<file path="config.mk">
export PLATFORM = sky130hd
export DESIGN_NAME = mhsa_host_loader
export DESIGN_NICKNAME = d
export VERILOG_FILES = /design/src/rtl/mhsa_pkg.sv /design/src/rtl/mhsa_skid_buf.sv /design/src/rtl/mhsa_host_loader.sv
export SDC_FILE = /design/constraint.sdc
export NUM_CORES = 1
export LEC_CHECK = 0
export CORE_UTILIZATION = 52
export DETAILED_ROUTE_END_ITERATION = 8
export HOLD_SLACK_MARGIN = 0.05
export PLACE_DENSITY = 0.82
export SLEW_MARGIN = 0
export SYNTH_ARGS = -nofsm -noshare
export SYNTH_HDL_FRONTEND = slang
export SYNTH_SLANG_ARGS = --single-unit
export TNS_END_PERCENT = 50
</file>
<file path="constraint.sdc">
create_clock -name clk -period 6.1 [get_ports clk]
set_input_delay 1.83 -clock clk [delete_from_list [all_inputs] [get_ports clk]]
set_output_delay 1.83 -clock clk [all_outputs]
set_load 0.1 [all_outputs]
</file>
<file path="src/rtl/mhsa_pkg.sv">
// Shared types and constants for the MHSA host loader: FSM states, the bar
// memory map and the latched command record.
package mhsa_pkg;

    typedef enum logic [2:0] {
        IDLE,
        LOAD,
        RUN,
        WAIT_DONE,
        READ
    } state_t;

    localparam logic [31:0] BAR0_BASE     = 32'h0000_0000;
    localparam logic [31:0] BAR1_BASE     = 32'h0000_1000;
    localparam logic [31:0] BAR2_BASE     = 32'h0000_2000;
    localparam logic [31:0] BAR3_BASE     = 32'h0000_3000;
    localparam logic [31:0] BAR_MAP_LIMIT = BAR0_BASE + 32'h0000_4000;

    // Word counts are held zero-extended to 32 bits so they add directly
    // to the 32-bit addresses.
    typedef struct packed {
        logic [31:0] load_addr;
        logic [31:0] load_len;
        logic [31:0] rd_addr;
        logic [31:0] rd_len;
    } cmd_t;

    // True when [addr, addr+len) runs past limit; 33-bit sum so it cannot wrap.
    function automatic logic range_bad(input logic [31:0] addr,
                                       input logic [31:0] len,
                                       input logic [31:0] limit);
        return ({1'b0, addr} + {1'b0, len}) > {1'b0, limit};
    endfunction

    // Which bar an address falls in.
    function automatic logic [1:0] bar_select(input logic [31:0] addr);
        if (addr >= BAR3_BASE)      return 2'd3;
        else if (addr >= BAR2_BASE) return 2'd2;
        else if (addr >= BAR1_BASE) return 2'd1;
        else                        return 2'd0;
    endfunction

endpackage

</file>
<file path="src/rtl/mhsa_skid_buf.sv">
// Two-entry valid/ready buffer for returning SRAM read data. The producer
// guarantees it never pushes into a full buffer, so push has no ready.
module mhsa_skid_buf
    import mhsa_pkg::*;
#(
    parameter int WIDTH = 64
) (
    input  logic             clk,
    input  logic             rst,
    input  logic             push,
    input  logic [WIDTH-1:0] push_data,
    output logic             out_valid,
    input  logic             out_ready,
    output logic [WIDTH-1:0] out_data,
    output logic [1:0]       occupancy
);

    logic [WIDTH-1:0] mem_q [2];
    logic             wr_ptr_q;
    logic             rd_ptr_q;
    logic [1:0]       cnt_q;
    logic             pop;

    assign out_valid = (cnt_q != 2'd0);
    assign pop       = out_valid & out_ready;
    assign out_data  = out_valid ? mem_q[rd_ptr_q] : '0;
    assign occupancy = cnt_q;

    // Pointers and occupancy.
    always_ff @(posedge clk) begin
        if (rst) begin
            wr_ptr_q <= 1'b0;
            rd_ptr_q <= 1'b0;
            cnt_q    <= 2'd0;
        end else begin
            if (push) wr_ptr_q <= ~wr_ptr_q;
            if (pop)  rd_ptr_q <= ~rd_ptr_q;
            cnt_q <= cnt_q + {1'b0, push} - {1'b0, pop};
        end
    end

    // Storage, written on push; contents are don't-care while empty.
    always_ff @(posedge clk) begin
        if (push) mem_q[wr_ptr_q] <= push_data;
    end

endmodule

</file>
<file path="src/rtl/mhsa_host_loader.sv">
// Host-side sequencer for the MHSA accelerator: loads input words into the
// bar map, runs the accelerator, waits for done, then streams results out.
module mhsa_host_loader
    import mhsa_pkg::*;
#(
    parameter int          WIDTH     = 64,
    parameter int          LEN_W     = 16,
    parameter int          TIMEOUT   = 1000000,
    parameter logic [31:0] MAP_LIMIT = BAR_MAP_LIMIT
) (
    input  logic             clk,
    input  logic             rst,
    input  logic             cmd_valid,
    output logic             cmd_ready,
    input  logic [31:0]      cmd_load_addr,
    input  logic [LEN_W-1:0] cmd_load_len,
    input  logic [31:0]      cmd_rd_addr,
    input  logic [LEN_W-1:0] cmd_rd_len,
    input  logic [31:0]      cmd_input_base,
    input  logic [31:0]      cmd_output_base,
    input  logic             in_valid,
    output logic             in_ready,
    input  logic [WIDTH-1:0] in_data,
    output logic             out_valid,
    input  logic             out_ready,
    output logic [WIDTH-1:0] out_data,
    output logic             acc_start,
    input  logic             acc_done,
    output logic [31:0]      acc_input_base,
    output logic [31:0]      acc_output_base,
    output logic             soc_write_en,
    output logic [WIDTH-1:0] soc_data_in,
    output logic [31:0]      soc_addr,
    input  logic [WIDTH-1:0] soc_data_out,
    output logic             busy,
    output logic             err
);

    state_t      state_q, state_d;
    cmd_t        cmd_q;
    logic [31:0] cnt_q;
    logic [31:0] timer_q;
    logic [31:0] issue_cnt_q;
    logic [31:0] pop_cnt_q;
    logic        vld_p1;
    logic        err_q;
    logic        cmd_bad;
    logic        rd_issue;
    logic        pop;
    logic [1:0]  occ;
    logic [1:0]  slot_used;

    assign cmd_ready = (state_q == IDLE);
    assign busy      = (state_q != IDLE);
    assign acc_start = (state_q == RUN) || (state_q == WAIT_DONE);
    assign err       = err_q;
    assign pop       = out_valid & out_ready;
    assign slot_used = {1'b0, vld_p1} + occ;

    assign cmd_bad = range_bad(cmd_load_addr, 32'(cmd_load_len), MAP_LIMIT) |
                     range_bad(cmd_rd_addr,   32'(cmd_rd_len),   MAP_LIMIT);

    // Next state plus the combinational SRAM port and load handshake.
    always_comb begin
        state_d      = state_q;
        in_ready     = 1'b0;
        soc_write_en = 1'b0;
        soc_addr     = '0;
        soc_data_in  = '0;
        rd_issue     = 1'b0;
        case (state_q)
            IDLE: begin
                if (cmd_valid && !cmd_bad)
                    state_d = (cmd_load_len == '0) ? RUN : LOAD;
            end
            LOAD: begin
                in_ready = 1'b1;
                if (in_valid) begin
                    soc_write_en = 1'b1;
                    soc_addr     = cmd_q.load_addr + cnt_q;
                    soc_data_in  = in_data;
                    if (cnt_q == cmd_q.load_len - 32'd1) state_d = RUN;
                end
            end
            RUN: state_d = WAIT_DONE;
            WAIT_DONE: begin
                if (acc_done)
                    state_d = (cmd_q.rd_len == 32'd0) ? IDLE : READ;
                else if (timer_q == 32'(TIMEOUT - 1))
                    state_d = IDLE;
            end
            READ: begin
                // A slot freed by this cycle's pop may be reused at once,
                // which keeps one word per cycle when out_ready stays high.
                if ((issue_cnt_q != cmd_q.rd_len) && ((slot_used < 2'd2) || pop)) begin
                    rd_issue = 1'b1;
                    soc_addr = cmd_q.rd_addr + issue_cnt_q;
                end
                if (pop && (pop_cnt_q == cmd_q.rd_len - 32'd1)) state_d = IDLE;
            end
            default: state_d = IDLE;
        endcase
    end

    // State, counters, error pulse, accelerator base registers.
    always_ff @(posedge clk) begin
        if (rst) begin
            state_q         <= IDLE;
            cnt_q           <= '0;
            timer_q         <= '0;
            issue_cnt_q     <= '0;
            pop_cnt_q       <= '0;
            vld_p1          <= 1'b0;
            err_q           <= 1'b0;
            acc_input_base  <= '0;
            acc_output_base <= '0;
        end else begin
            state_q <= state_d;
            err_q   <= 1'b0;
            vld_p1  <= rd_issue;
            case (state_q)
                IDLE: begin
                    cnt_q       <= '0;
                    timer_q     <= '0;
                    issue_cnt_q <= '0;
                    pop_cnt_q   <= '0;
                    if (cmd_valid) begin
                        acc_input_base  <= cmd_input_base;
                        acc_output_base <= cmd_output_base;
                        if (cmd_bad) err_q <= 1'b1;
                    end
                end
                LOAD: if (in_valid) cnt_q <= cnt_q + 32'd1;
                WAIT_DONE: begin
                    timer_q <= timer_q + 32'd1;
                    if (!acc_done && (timer_q == 32'(TIMEOUT - 1))) err_q <= 1'b1;
                end
                READ: begin
                    if (rd_issue) issue_cnt_q <= issue_cnt_q + 32'd1;
                    if (pop)      pop_cnt_q   <= pop_cnt_q + 32'd1;
                end
                default: ;
            endcase
        end
    end

    // Command capture on acceptance.
    always_ff @(posedge clk) begin
        if (cmd_valid && cmd_ready)
            cmd_q <= '{load_addr: cmd_load_addr, load_len: 32'(cmd_load_len),
                       rd_addr: cmd_rd_addr, rd_len: 32'(cmd_rd_len)};
    end

    // ---- read return stage: SRAM data arrives one cycle after issue ----
    mhsa_skid_buf #(.WIDTH(WIDTH)) u_skid (
        .clk       (clk),
        .rst       (rst),
        .push      (vld_p1),
        .push_data (soc_data_out),
        .out_valid (out_valid),
        .out_ready (out_ready),
        .out_data  (out_data),
        .occupancy (occ)
    );

endmodule
</file>
==> results.sh <==
export IMPL_synth_edf_count=224
export IMPL_crit_type="flip-flop to output pin"
export IMPL_netlist_area_mm2=0.0238
export IMPL_hold_buffers=0
export IMPL_dp_final_hpwl_um=60100
export IMPL_p_per_area_mw_per_mm2=253
export IMPL_hold_path_class="flip-flop to flip-flop"
export IMPL_drt_iter0_drc=2121
export IMPL_routedWlPerCell_um=21.6
export IMPL_core_area_mm2=0.0446
export IMPL_drv_slew=0
export IMPL_max_cap_viol_count=0
export IMPL_vias=22000
export IMPL_status="finished, final reports clean"
export IMPL_nFillCells=3343
export IMPL_swShare=0.337
export IMPL_cts_root_buf="clkbuf_16"
export IMPL_netlist_instances=2518
export IMPL_worstSetupEndpointType="output pin"
export IMPL_setup_violations_final=0
export IMPL_setup_tns_ps=0
export IMPL_timing_critical_path_mode_cell="o211ai_1"
export IMPL_critPathLaunch="cmd_q[96]$_DFFE_PP_"
export IMPL_hp_start="acc_output_base[1]$_SDFFE_PP0P_"
export IMPL_cts_tree="built"
export IMPL_syn_avg_cell_area_um2=9.44
export IMPL_comb_power_share=0.250
export IMPL_p_leak_nw=11.4
export IMPL_drtAntennaViolNets=0
export IMPL_yosys_area_top_type="edfxtp_1"
export IMPL_cpPeakStageDelay_ps=440
export IMPL_switchingPower_mw=2.67
export IMPL_skew_ps=17.5
export IMPL_maxSlewHeadroom=0.173
export IMPL_slowest_stage="edfxtp_1"
export IMPL_ys_types=100
export IMPL_timing_rr_start="state_q[0]$_SDFFE_PP0P_"
export IMPL_worstMarginPinSlew_ps=1240
export IMPL_ys_warnings_count=0
export IMPL_netlist_area_leader_share=0.283
export IMPL_seqCellArea_mm2=0.0108
export IMPL_ir_drop_v=0.000293
export IMPL_p_clk_frac=0.350
export IMPL_drc=0
export IMPL_fin_nets=3420
export IMPL_finalHoldViolCount=0
export IMPL_finalCritPeriodShare=0.987
export IMPL_cts_sinks=426
export IMPL_insertion_delay_ps=610
export IMPL_grt_max_degree=105
export IMPL_ioPinCount=525
export IMPL_rows=77
export IMPL_finalWirelength_um=79100
export IMPL_worstPathCellList="ha_2 > fa_2 > a211oi_2 > nor2_1 > o211ai_1 > a21oi_2 > o211ai_1 > a21oi_2 > o211ai_1 > a41oi_2 > o21a_1 > o32ai_4 > buf_12"
export IMPL_via_per_inst=6.02
export IMPL_whs_ps=450
export IMPL_seq_power_share=0.400
export IMPL_grt_pass1_wl_um=119000
export IMPL_cts_buffers=46
export IMPL_grt_overflow=0
export IMPL_cts_max_path_buffers=3
export IMPL_required_ps=4270
export IMPL_startpoint_type="flip-flop"
export IMPL_multi_input_area_mm2=0.0125
export IMPL_max_freq_mhz=166
export IMPL_seq_area_frac_synth=0.453
export IMPL_antenna_found_initial=9
export IMPL_power_mw=7.93
export IMPL_cp_arrival_ps=4190
export IMPL_grt_usage=0.330
export IMPL_internal_power_mw=5.26
export IMPL_first_pass_iters=5
export IMPL_die_w_um=216
export IMPL_yosys_top_cells_area="edfxtp_1, dfxtp_1, ha_1, a21oi_1, nand2_1"
export IMPL_portBuffers=524
export IMPL_grt_pass1_vias=20700
export IMPL_path_clk_slew_ps=60
export IMPL_rsz0062_at_grt="true"
export IMPL_cp_max_fo=4
export IMPL_dieArea_mm2=0.0466
export IMPL_post_route_min_period_ps=6020
export IMPL_routabilityCongestion=0.982
export IMPL_syn2layout_area_growth_pct=31.9
export IMPL_die_h_um=216
export IMPL_drive_gt1_frac=0.0903
export IMPL_syn_nets=2919
export IMPL_async_reset_ff_frac=0
export IMPL_htree_levels=2
export IMPL_synthFlopType="edfxtp_1"
export IMPL_synth_seq_cells=426
export IMPL_start_util=0.533
sequential cells by signal, indices dropped and copies added (netlist names), named ones only:
register and flops:
issue_cnt_q 32, u_skid.rd_ptr_q 1, timer_q 32, state_q 3
acc_input_base 32, u_skid.occupancy 2, vld_p1 1, cmd_q 96
err 1, cnt_q 32, u_skid.wr_ptr_q 1, acc_output_base 32
u_skid.mem_q 128, pop_cnt_q 32
path summary, 6_finish.rpt:
path,endpoint,slack (ps),depth (start not counted)
setup / recovery,soc_addr[30],80,13
hold / removal,acc_output_base[1]$_SDFFE_PP0P_,450,2
setup reg to reg,cnt_q[29]$_SDFFE_PP0P_,2720,10
hold reg to reg,acc_output_base[1]$_SDFFE_PP0P_,450,2
routing by layer:
layer / track usage / share of wire
met1: 0.456 / 0.42
met2: 0.513 / 0.45
met3: 0.0833 / 0.10
met4: 0.0868 / 0.025
met5: 0 / 0.0011
what timing repair did:
action,in CTS,in global routing
gates resized for setup,0,13
pin swaps,2,6
buffers inserted,1,1
endpoints found under the setup margin,1,6
cells in the mapped netlist, drive strengths merged (7+ instances only):
cell and n:
nor2 263, nand2 262, edfxtp 224, a21oi 208, dfxtp 202, ha 103, nand3 103, xnor2 102
and3 92, o21ai 92, xor2 88, clkbuf 82, mux2i 71, nor3 58, or3 52, nand4 51
inv 47, nor4 32, a211oi 27, a21o 27, o211ai 25, o22ai 25, o21a 20, a31oi 17
buf 17, nor2b 17, nand2b 15, and4 12, o31ai 12, and2 11, mux2 11, o21bai 11
or2 11, a311oi 10, nor3b 9, a31o 7
final cells by class:
cell class,instances,share of cell area
Multi-Input combinational cell,1945,0.399
Clock buffer,61,0.0395
Sequential cell,426,0.344
Inverter,48,0.00591
Tap cell,592,0.0236
Antenna cell,7,0.000559
Timing Repair Buffer,552,0.180
Clock inverter,24,0.00791
power groups by stage:
stage	logic [mW]	clock network, mW	registers [mW]
after global placement	1.95	0	3.23
after CTS	1.98	2.80	3.17
after detailed placement	1.97	0	3.23
final	1.99	2.77	3.17
after floorplan	1.21	0	3.35
after global routing	2.07	2.91	3.18
placed cells by master (no fill, tap or decap), types with 10 or more instances in the layout:
| cell | n |
|---|---|
| a211oi_1 | 24 |
| a21o_1 | 26 |
| a21oi_1 | 203 |
| a311oi_1 | 10 |
| a31oi_1 | 15 |
| and3_1 | 89 |
| and4_1 | 12 |
| buf_12 | 34 |
| buf_4 | 94 |
| clkbuf_1 | 12 |
| clkbuf_16 | 46 |
| clkdlybuf4s50_1 | 423 |
| dfxtp_1 | 201 |
| edfxtp_1 | 224 |
| ha_1 | 102 |
| inv_1 | 46 |
| mux2_2 | 10 |
| mux2i_1 | 71 |
| nand2_1 | 260 |
| nand2b_1 | 15 |
| nand3_1 | 103 |
| nand4_1 | 50 |
| nor2_1 | 260 |
| nor2b_1 | 16 |
| nor3_1 | 57 |
| nor4_1 | 31 |
| o211ai_1 | 25 |
| o21a_1 | 20 |
| o21ai_0 | 83 |
| o21bai_1 | 11 |
| o22ai_1 | 25 |
| o31ai_1 | 11 |
| or2_2 | 11 |
| or3_1 | 49 |
| xnor2_1 | 102 |
| xor2_1 | 88 |
critical path: cells and delay by family (launching register included):
| kind | cells | cell delay (ps) |
|---|---|---|
| AO/OA/AOI/OAI | 9 | 2210 |
| adder cells (fa/ha/maj) | 2 | 610 |
| buffers and inverters | 1 | 210 |
| flip-flops | 1 | 440 |
| AND/OR/NAND/NOR | 1 | 110 |
metrics by stage:
stage	area, um2	setup WS [ps]	instances	utilization
5_1_grt	31300	-80.6	3649	0.702
4_1_cts	31300	3.57	3647	0.701
3_3_place_gp	29800	220	3561	0.667
2_1_floorplan	23800	-301	2518	-
6_report	31300	77.7	3655	0.703
3_5_place_dp	29800	159	3561	0.667
kinds of logic after synthesis:
group | Yosys count | share of synthesized area
muxes | 82 | 0.0353
xor gates and xnor gates | 190 | 0.0700
buffers and inverters | 147 | 0.0241
AOI/OAI and AO/OA | 553 | 0.151
adders and majority gates | 107 | 0.0576
and+or+nand+nor | 1013 | 0.209
DFF | 426 | 0.453
Power figures use the tool's default switching activity.
